--- config.mk ---
export PLATFORM = sky130hd
export DESIGN_NAME = decode_ctrl_pipe
export DESIGN_NICKNAME = d
export VERILOG_FILES = /design/src/rtl/decode_ctrl_pipe_pkg.sv /design/src/rtl/decode_comb.sv /design/src/rtl/decode_ctrl_pipe.sv
export SDC_FILE = /design/constraint.sdc
export NUM_CORES = 1
export LEC_CHECK = 0
export BUFFER_PORTS_ARGS = -buffer_cell sky130_fd_sc_hd__clkbuf_2
export CORE_UTILIZATION = 50
export CTS_BUF_LIST = sky130_fd_sc_hd__clkbuf_16
export DETAILED_ROUTE_END_ITERATION = 12
export PLACE_DENSITY = 0.78
export SKIP_LAST_GASP = 1
export SYNTH_ARGS = -nofsm -noshare
export SYNTH_HDL_FRONTEND = slang
export SYNTH_HIERARCHICAL = 1
export SYNTH_SLANG_ARGS = --single-unit
--- constraint.sdc ---
create_clock -name clk -period 10.15 [get_ports clk]
set_input_delay 3.045 -clock clk [delete_from_list [all_inputs] [get_ports clk]]
set_output_delay 3.045 -clock clk [all_outputs]
set_load 0.05 [all_outputs]
--- src/rtl/decode_ctrl_pipe_pkg.sv ---
`default_nettype none
// ---------------------------------------------------------------------------
// decode_pkg : encodings, control bundle and FSM states shared by decode_ctrl_pipe
// Revision   : 1.0
// ---------------------------------------------------------------------------
package decode_pkg;

    localparam logic [3:0] ALU_OPCODE_ADD   = 4'd0;
    localparam logic [3:0] ALU_OPCODE_SUB   = 4'd1;
    localparam logic [3:0] ALU_OPCODE_AND   = 4'd2;
    localparam logic [3:0] ALU_OPCODE_OR    = 4'd3;
    localparam logic [3:0] ALU_OPCODE_XOR   = 4'd4;
    localparam logic [3:0] ALU_OPCODE_SLL   = 4'd5;
    localparam logic [3:0] ALU_OPCODE_SRL   = 4'd6;
    localparam logic [3:0] ALU_OPCODE_SRA   = 4'd7;
    localparam logic [3:0] ALU_OPCODE_SLT   = 4'd8;
    localparam logic [3:0] ALU_OPCODE_SLTU  = 4'd9;
    localparam logic [3:0] ALU_OPCODE_PASSB = 4'd10;

    // Branch codes test the ALU result: EQ/NE on zero, LT/GE on bit 0 of SLT/SLTU.
    localparam logic [2:0] PC_NEXT = 3'd0;
    localparam logic [2:0] PC_JAL  = 3'd1;
    localparam logic [2:0] PC_JALR = 3'd2;
    localparam logic [2:0] PC_BEQ  = 3'd3;
    localparam logic [2:0] PC_BNE  = 3'd4;
    localparam logic [2:0] PC_BLT  = 3'd5;
    localparam logic [2:0] PC_BGE  = 3'd6;

    localparam logic [2:0] SIGN_EXTEND_I = 3'd0;
    localparam logic [2:0] SIGN_EXTEND_S = 3'd1;
    localparam logic [2:0] SIGN_EXTEND_B = 3'd2;
    localparam logic [2:0] SIGN_EXTEND_U = 3'd3;
    localparam logic [2:0] SIGN_EXTEND_J = 3'd4;

    localparam logic [1:0] RESULT_ALU   = 2'd0;
    localparam logic [1:0] RESULT_MEM   = 2'd1;
    localparam logic [1:0] RESULT_PC4   = 2'd2;
    localparam logic [1:0] RESULT_PCIMM = 2'd3;

    localparam logic [6:0] OPC_OP     = 7'b0110011;
    localparam logic [6:0] OPC_OP_IMM = 7'b0010011;
    localparam logic [6:0] OPC_LOAD   = 7'b0000011;
    localparam logic [6:0] OPC_STORE  = 7'b0100011;
    localparam logic [6:0] OPC_BRANCH = 7'b1100011;
    localparam logic [6:0] OPC_JAL    = 7'b1101111;
    localparam logic [6:0] OPC_JALR   = 7'b1100111;
    localparam logic [6:0] OPC_LUI    = 7'b0110111;
    localparam logic [6:0] OPC_AUIPC  = 7'b0010111;
    localparam logic [6:0] OPC_SYSTEM = 7'b1110011;

    typedef struct packed {
        logic       valid;
        logic       reg_write;
        logic       mem_write;
        logic       mem_read;
        logic       alu_src;
        logic [3:0] alu_ctrl;
        logic [2:0] pc_src;
        logic [1:0] result_src;
        logic       muldiv;
        logic [2:0] muldiv_op;
        logic [4:0] rd;
    } ctrl_bundle_t;

    typedef enum logic [0:0] {
        MD_IDLE = 1'b0,
        MD_BUSY = 1'b1
    } muldiv_state_t;

    function automatic logic [3:0] alu_from_funct3(input logic [2:0] funct3);
        logic [3:0] op;
        case (funct3)
            3'd0:    op = ALU_OPCODE_ADD;
            3'd1:    op = ALU_OPCODE_SLL;
            3'd2:    op = ALU_OPCODE_SLT;
            3'd3:    op = ALU_OPCODE_SLTU;
            3'd4:    op = ALU_OPCODE_XOR;
            3'd5:    op = ALU_OPCODE_SRL;
            3'd6:    op = ALU_OPCODE_OR;
            default: op = ALU_OPCODE_AND;
        endcase
        return op;
    endfunction

    function automatic ctrl_bundle_t bubble_bundle();
        ctrl_bundle_t b;
        b          = '0;
        b.pc_src   = PC_NEXT;
        b.alu_ctrl = ALU_OPCODE_ADD;
        return b;
    endfunction

endpackage
`default_nettype wire

--- src/rtl/decode_comb.sv ---
`default_nettype none
// ---------------------------------------------------------------------------
// decode_comb : pure RV32I(+M) decode table, instr -> control bundle.
// Optional    : DECODE_CTRL_PIPE_MULDIV_EN accepts funct7=0x01 R-type as M ops.
// Revision    : 1.0
// ---------------------------------------------------------------------------
module decode_comb
    import decode_pkg::*;
(
    input  logic [31:0]  instr,
    output ctrl_bundle_t ctrl,
    output logic [2:0]   imm_src,
    output logic         illegal,
    output logic         uses_rs1,
    output logic         uses_rs2,
    output logic [4:0]   rs1,
    output logic [4:0]   rs2
);

    logic [6:0] w_opcode;
    logic [2:0] w_funct3;
    logic [6:0] w_funct7;
    logic [4:0] w_rd;

    assign w_opcode = instr[6:0];
    assign w_rd     = instr[11:7];
    assign w_funct3 = instr[14:12];
    assign rs1      = instr[19:15];
    assign rs2      = instr[24:20];
    assign w_funct7 = instr[31:25];

    always_comb begin
        ctrl       = bubble_bundle();
        ctrl.valid = 1'b1;
        imm_src    = SIGN_EXTEND_I;
        illegal    = 1'b0;
        uses_rs1   = 1'b0;
        uses_rs2   = 1'b0;
        case (w_opcode)
            OPC_OP: begin
                uses_rs1       = 1'b1;
                uses_rs2       = 1'b1;
                ctrl.reg_write = 1'b1;
                ctrl.rd        = w_rd;
                case (w_funct7)
                    7'h00: ctrl.alu_ctrl = alu_from_funct3(w_funct3);
                    7'h20: begin
                        if (w_funct3 == 3'd0)      ctrl.alu_ctrl = ALU_OPCODE_SUB;
                        else if (w_funct3 == 3'd5) ctrl.alu_ctrl = ALU_OPCODE_SRA;
                        else                       illegal = 1'b1;
                    end
`ifdef DECODE_CTRL_PIPE_MULDIV_EN
                    7'h01: begin
                        ctrl.muldiv    = 1'b1;
                        ctrl.muldiv_op = w_funct3;
                    end
`endif
                    default: illegal = 1'b1;
                endcase
            end
            OPC_OP_IMM: begin
                uses_rs1       = 1'b1;
                ctrl.reg_write = 1'b1;
                ctrl.alu_src   = 1'b1;
                ctrl.rd        = w_rd;
                case (w_funct3)
                    3'd1: begin
                        if (w_funct7 == 7'h00) ctrl.alu_ctrl = ALU_OPCODE_SLL;
                        else                   illegal = 1'b1;
                    end
                    3'd5: begin
                        if (w_funct7 == 7'h00)      ctrl.alu_ctrl = ALU_OPCODE_SRL;
                        else if (w_funct7 == 7'h20) ctrl.alu_ctrl = ALU_OPCODE_SRA;
                        else                        illegal = 1'b1;
                    end
                    default: ctrl.alu_ctrl = alu_from_funct3(w_funct3);
                endcase
            end
            OPC_LOAD: begin
                uses_rs1        = 1'b1;
                ctrl.reg_write  = 1'b1;
                ctrl.mem_read   = 1'b1;
                ctrl.alu_src    = 1'b1;
                ctrl.result_src = RESULT_MEM;
                ctrl.rd         = w_rd;
                case (w_funct3)
                    3'd0, 3'd1, 3'd2, 3'd4, 3'd5: ;
                    default: illegal = 1'b1;
                endcase
            end
            OPC_STORE: begin
                uses_rs1       = 1'b1;
                uses_rs2       = 1'b1;
                ctrl.mem_write = 1'b1;
                ctrl.alu_src   = 1'b1;
                imm_src        = SIGN_EXTEND_S;
                if (w_funct3 > 3'd2) illegal = 1'b1;
            end
            OPC_BRANCH: begin
                uses_rs1 = 1'b1;
                uses_rs2 = 1'b1;
                imm_src  = SIGN_EXTEND_B;
                case (w_funct3)
                    3'd0: begin ctrl.alu_ctrl = ALU_OPCODE_SUB;  ctrl.pc_src = PC_BEQ; end
                    3'd1: begin ctrl.alu_ctrl = ALU_OPCODE_SUB;  ctrl.pc_src = PC_BNE; end
                    3'd4: begin ctrl.alu_ctrl = ALU_OPCODE_SLT;  ctrl.pc_src = PC_BLT; end
                    3'd5: begin ctrl.alu_ctrl = ALU_OPCODE_SLT;  ctrl.pc_src = PC_BGE; end
                    3'd6: begin ctrl.alu_ctrl = ALU_OPCODE_SLTU; ctrl.pc_src = PC_BLT; end
                    3'd7: begin ctrl.alu_ctrl = ALU_OPCODE_SLTU; ctrl.pc_src = PC_BGE; end
                    default: illegal = 1'b1;
                endcase
            end
            OPC_JAL: begin
                ctrl.reg_write  = 1'b1;
                ctrl.pc_src     = PC_JAL;
                ctrl.result_src = RESULT_PC4;
                ctrl.rd         = w_rd;
                imm_src         = SIGN_EXTEND_J;
            end
            OPC_JALR: begin
                uses_rs1        = 1'b1;
                ctrl.reg_write  = 1'b1;
                ctrl.alu_src    = 1'b1;
                ctrl.pc_src     = PC_JALR;
                ctrl.result_src = RESULT_PC4;
                ctrl.rd         = w_rd;
                if (w_funct3 != 3'd0) illegal = 1'b1;
            end
            OPC_LUI: begin
                ctrl.reg_write = 1'b1;
                ctrl.alu_src   = 1'b1;
                ctrl.alu_ctrl  = ALU_OPCODE_PASSB;
                ctrl.rd        = w_rd;
                imm_src        = SIGN_EXTEND_U;
            end
            OPC_AUIPC: begin
                ctrl.reg_write  = 1'b1;
                ctrl.alu_src    = 1'b1;
                ctrl.result_src = RESULT_PCIMM;
                ctrl.rd         = w_rd;
                imm_src         = SIGN_EXTEND_U;
            end
            // ecall/ebreak travel as a side-effect-free valid slot.
            OPC_SYSTEM: begin
                if (w_funct3 != 3'd0) illegal = 1'b1;
            end
            default: illegal = 1'b1;
        endcase
        if (illegal) begin
            ctrl     = bubble_bundle();
            imm_src  = SIGN_EXTEND_I;
            uses_rs1 = 1'b0;
            uses_rs2 = 1'b0;
        end
    end

endmodule
`default_nettype wire

--- src/rtl/decode_ctrl_pipe.sv ---
`default_nettype none
// ---------------------------------------------------------------------------
// decode_ctrl_pipe : registered RV32I decode, ID/EX control register, load-use
//                    and mul/div stall. Optional: DECODE_CTRL_PIPE_MULDIV_EN.
// Revision         : 1.0
// ---------------------------------------------------------------------------
module decode_ctrl_pipe #(
    parameter int DATA_WIDTH     = 32,
    parameter int REG_ADDR_WIDTH = 5,
    parameter int MULDIV_LATENCY = 4,
    parameter int ILL_CNT_WIDTH  = 8
) (
    input  logic                      clk,
    input  logic                      rst_n,
    input  logic [DATA_WIDTH-1:0]     instr,
    input  logic                      validD,
    input  logic                      flush,
    input  logic                      ext_stall,
    output logic [2:0]                ImmSrcD,
    output logic                      stallD,
    output logic                      validE,
    output logic                      RegWriteE,
    output logic                      MemWriteE,
    output logic                      MemReadE,
    output logic                      ALUsrcE,
    output logic [3:0]                ALUctrlE,
    output logic [2:0]                PCsrcE,
    output logic [1:0]                ResultSrcE,
    output logic [REG_ADDR_WIDTH-1:0] rdE,
    output logic                      MulDivE,
    output logic [2:0]                MulDivOpE,
    output logic                      illegalD,
    output logic [ILL_CNT_WIDTH-1:0]  ill_count
);
    import decode_pkg::*;

    ctrl_bundle_t             w_dec;
    ctrl_bundle_t             r_e;
    logic                     w_dec_illegal;
    logic                     w_uses_rs1;
    logic                     w_uses_rs2;
    logic [4:0]               w_rs1;
    logic [4:0]               w_rs2;
    logic                     w_load_use;
    logic                     w_muldiv_busy;
    logic                     w_count_ill;
    logic [ILL_CNT_WIDTH-1:0] r_ill_count;

    decode_comb u_decode_comb (
        .instr    (instr),
        .ctrl     (w_dec),
        .imm_src  (ImmSrcD),
        .illegal  (w_dec_illegal),
        .uses_rs1 (w_uses_rs1),
        .uses_rs2 (w_uses_rs2),
        .rs1      (w_rs1),
        .rs2      (w_rs2)
    );

    assign w_load_use = r_e.valid && r_e.mem_read && (r_e.rd != 5'd0) && validD &&
                        ((w_uses_rs1 && (w_rs1 == r_e.rd)) || (w_uses_rs2 && (w_rs2 == r_e.rd)));

    assign stallD   = !flush && (w_load_use || w_muldiv_busy);
    assign illegalD = validD && w_dec_illegal;

`ifdef DECODE_CTRL_PIPE_MULDIV_EN
    localparam int              CNT_W      = (MULDIV_LATENCY > 1) ? $clog2(MULDIV_LATENCY) : 1;
    localparam logic [CNT_W-1:0] CNT_RELOAD = CNT_W'(MULDIV_LATENCY - 1);

    muldiv_state_t    r_md_state;
    muldiv_state_t    w_md_state_nxt;
    logic [CNT_W-1:0] r_md_cnt;
    logic [CNT_W-1:0] w_md_cnt_nxt;
    logic             w_m_in_d;

    assign w_m_in_d = validD && w_dec.muldiv;

    always_ff @(posedge clk or negedge rst_n) begin
        if (!rst_n) begin
            r_md_state <= MD_IDLE;
            r_md_cnt   <= CNT_RELOAD;
        end else begin
            r_md_state <= w_md_state_nxt;
            r_md_cnt   <= w_md_cnt_nxt;
        end
    end

    // The first D cycle of an M op already stalls; BUSY adds LATENCY-1 more.
    always_comb begin
        w_md_state_nxt = r_md_state;
        w_md_cnt_nxt   = r_md_cnt;
        w_muldiv_busy  = 1'b0;
        case (r_md_state)
            MD_IDLE: begin
                w_muldiv_busy = w_m_in_d;
                if (w_m_in_d && !ext_stall) begin
                    w_md_state_nxt = MD_BUSY;
                    w_md_cnt_nxt   = CNT_RELOAD;
                end
            end
            MD_BUSY: begin
                w_muldiv_busy = (r_md_cnt != '0);
                if (!ext_stall) begin
                    if (r_md_cnt == '0) w_md_state_nxt = MD_IDLE;
                    else                w_md_cnt_nxt   = r_md_cnt - CNT_W'(1);
                end
            end
            default: w_md_state_nxt = MD_IDLE;
        endcase
        if (flush) begin
            w_md_state_nxt = MD_IDLE;
            w_md_cnt_nxt   = CNT_RELOAD;
        end
    end
`else
    assign w_muldiv_busy = 1'b0;
`endif

    assign w_count_ill = illegalD && !stallD && !ext_stall && !flush && !(&r_ill_count);

    always_ff @(posedge clk or negedge rst_n) begin
        if (!rst_n) begin
            r_e         <= bubble_bundle();
            r_ill_count <= '0;
        end else begin
            if (flush) begin
                r_e <= bubble_bundle();
            end else if (!ext_stall) begin
                if (stallD || !validD) r_e <= bubble_bundle();
                else                   r_e <= w_dec;
            end
            if (w_count_ill) r_ill_count <= r_ill_count + ILL_CNT_WIDTH'(1);
        end
    end

    assign validE     = r_e.valid;
    assign RegWriteE  = r_e.reg_write;
    assign MemWriteE  = r_e.mem_write;
    assign MemReadE   = r_e.mem_read;
    assign ALUsrcE    = r_e.alu_src;
    assign ALUctrlE   = r_e.alu_ctrl;
    assign PCsrcE     = r_e.pc_src;
    assign ResultSrcE = r_e.result_src;
    assign rdE        = REG_ADDR_WIDTH'(r_e.rd);
    assign MulDivE    = r_e.muldiv;
    assign MulDivOpE  = r_e.muldiv_op;
    assign ill_count  = r_ill_count;

endmodule
`default_nettype wire

==> impl_metrics.py <==
metrics = {
    "finish": {
        "areaGrowthSynthToFinish_pct": 16.6,
        "antennaDiodeCount": 0,
        "drive_gt1_share_pct": 32.0,
        "postLayoutCoreUtil_pct": 60.4,
        "layout_common_cells": "72 x clkbuf_2, 31 x dfrtp_1, 25 x nor2_1",
        "fin_nets": 362,
        "mostFrequentLayoutCell": "clkbuf_2",
        "final_cell_area_um2": 2850,
    },
    "grt": {
        "first_global_vias": 2061,
        "grt_usage_pct": 24.1,
        "grt_max_degree": 32,
        "overflow": 0,
        "antenna_found_initial": 0,
        "grt_pass1_wl_mm": 9.74,
    },
    "logic_synthesis": {
        "muxShareOfSynthArea_pct": 1.38,
        "synthCells": 270,
        "yosysSeqAreaShare_pct": 31.7,
        "synth_edf_count": 0,
        "synth_top_family_by_area": "compound AO/OA/AOI/OAI gates",
        "synthSimpleGateAreaFrac_pct": 24.7,
        "synth_fa_ha_area_share_pct": 0.512,
        "yosys.cell_types.count": 64,
        "synth_compound_area_share_pct": 25.8,
        "yosys_warnings": 6,
        "ys_ff_latch": 31,
        "synth_ff_type": "dfrtp_1",
        "synth_area_um2": 2440,
        "synth_xor_area_share_pct": 6.09,
        "async_flop_share_pct": 100,
        "synth_top_area_share_pct": 31.7,
        "yosys-top-cells-area": "dfrtp_1 32%, a22o_1 8.2%, buf_4 4.9%",
        "synth_area_leader_cell": "dfrtp_1",
        "synth.avg_cell_area_um2": 9.05,
    },
    "timing": {
        "worst_slew_pin_slew_ns": 1.06,
        "finalCritPeriodShare_pct": 86.9,
        "setup-tns-final_ns": 0,
        "fmaxAchievable_mhz": 113,
        "setup_viol": 0,
        "layout_setup_ws_ns": 1.33,
        "post-route-min-period_ns": 8.82,
        "rsz0062_at_grt": "false",
        "drv_slew": 0,
        "finClkSkew_ns": 0.00247,
        "relSlewSlack_pct": 29.3,
        "hold_viol": 0,
    },
    "place": {
        "place_ws_ns": 1.39,
        "dp_hpwl_mm": 4.32,
        "globalplace.congestion": 0.879,
        "place_area_um2": 2710,
        "io_buffers": 72,
    },
    "power_and_ir_drop": {
        "irDropWorstVdd_uv": 124,
        "power_mw": 0.394,
        "powerDensity_nw_per_um2": 138,
        "p_leak_nw": 1.30,
    },
    "route": {
        "viasPerCell": 5.70,
        "num_vias": 2235,
        "drtAntennaViolNets": 0,
        "drtPass1Iterations": 8,
        "drt_iter0_markers": 161,
        "drcViolationCount": 3,
        "drt-total-wl_mm": 5.94,
        "avgRoutedWirePerCell_um": 15.2,
    },
    "cts": {
        "path_clk_slew_ns": 0.05,
        "htreeDepth": 2,
        "cts_buffer_depth": 2,
        "cts_resized": 0,
        "postCtsSetupBuffers": 0,
        "cts-root-buf": "clkbuf_16",
        "cts_tree": "built",
        "clock_sinks": 31,
        "numCtsBuffers": 5,
        "cts-hold-fix-buffers": 0,
        "worstSkewPairLatency_ns": 0.28,
    },
    "worst_setup_path": {
        "crit_cells": 10,
        "arrival_ns": 5.78,
        "start_kind": "input pin",
        "slowest_stage": "a2111oi_2",
        "cp.required_ns": 7.11,
        "ff2ff_path_depth": 5,
        "r2r_end": "PCsrcE[2]",
        "r2r_start": "rdE[4]",
        "crit_family": "simple AND/OR/NAND/NOR gates",
        "cp-endpoint": "stallD",
        "crit_path_start": "instr[6]",
        "crit_path_end_kind": "primary output",
        "path_buf_inv": 2,
        "crit_chain": "clkbuf_2 > and3b_1 > nand2_1 > a31oi_4 > nand4_4 > a2111oi_2 > nand2_1 > o22ai_4 > and2_1 > clkbuf_2",
        "slowest_delay_ns": 0.44,
        "crit_path_max_fanout": 17,
        "r2r_slack_ns": 7.99,
        "critPathKind": "in -> out",
    },
    "die": {
        "die_height_um": 71.9,
        "core_area_um2": 4720,
        "dieArea_um2": 5170,
        "start_util_pct": 51.8,
        "row_count": 25,
        "die_w_um": 71.9,
        "ios": 73,
    },
    "outcome": {
        "violations": "design-rule violations",
        "status": "finished with violations",
    },
    "hold_path": {
        "hp-class": "reg -> reg",
        "min_delay_path_depth": 1,
    },
    "run": {
        "timing.max_cap.violations": 0,
    },
}
[cell usage after synthesis, drive strengths merged (2+ instances only)]
| cell | instances |
|---|---|
| and2 | 3 |
| nor3 | 7 |
| mux2 | 3 |
| a21oi | 12 |
| or3b | 2 |
| inv | 10 |
| and3b | 2 |
| a2111oi | 4 |
| clkbuf | 3 |
| nand4 | 7 |
| nand2 | 25 |
| o211ai | 2 |
| a22o | 23 |
| nor2 | 26 |
| nor4 | 6 |
| a31oi | 2 |
| a41oi | 2 |
| nand3 | 16 |
| xor2 | 5 |
| o22ai | 3 |
| o21ai | 8 |
| nor2b | 2 |
| o31ai | 2 |
| dfrtp | 31 |
| xnor2 | 12 |
| a211oi | 4 |
| buf | 26 |
| nand2b | 4 |
[flip-flops by register name (all words and copies together) (netlist names), 2 cells and up]
signal and count:
PCsrcE 3, ResultSrcE 2, ill_count 8, MulDivOpE 3
rdE 5, ALUctrlE 4
[through the flow]
| stage | hold slack, ns | std cells |
|---|---|---|
| floorplan | 0.790 | 273 |
| global placement | 0.472 | 384 |
| detailed placement | 0.487 | 384 |
| CTS | 0.501 | 392 |
| global route | 0.516 | 392 |
| finish | 0.497 | 392 |
[area by class of cell]
cell class	count	area, um2
Clock inverter	3	16.3
Sequential cell	31	776
Tap cell	67	83.8
Fill cell	415	1870
Timing Repair Buffer	73	368
Clock buffer	5	125
Multi-Input combinational cell	203	1450
Inverter	10	37.5
[metal layers]
layer / wire length, um / global-route usage [%] / vias to the layer above
met5: 0 / 0 / -
met1: 2730 / 33.0 / 1057
met2: 2810 / 38.3 / 80
met3: 286 / 4.17 / 10
li1: - / - / 1088
met4: 112 / 9.15 / 0
[worst min-delay path by stage]
stage	to	slack [ns]	from
6_report	RegWriteE	0.50	RegWriteE
5_1_grt	MulDivE	0.52	MulDivE
3_3_place_gp	ill_count[7]	0.47	ill_count[7]
2_1_floorplan	ill_count[7]	0.79	ill_count[7]
4_1_cts	ill_count[7]	0.50	ill_count[7]
3_5_place_dp	MulDivOpE[2]	0.49	MulDivOpE[2]
[where the power goes]
group	internal [mW]	leakage (nW)	switching, mW	total (mW)
registers	0.133	0.425	0.0127	0.145
logic	0.0313	0.800	0.0759	0.107
clock network	0.0892	0.0710	0.0521	0.141
[cell families (layout without fill, tap and decap cells)]
kind of cell,count (synthesis),after routing
adders and majority gates,1,1
xor gates and xnor gates,17,17
and+or+nand+nor,106,106
DFF,31,31
other,1,4
muxes,3,3
AOI/OAI and AO/OA,72,72
buffers and inverters,39,91
Power figures use the tool's default switching activity.
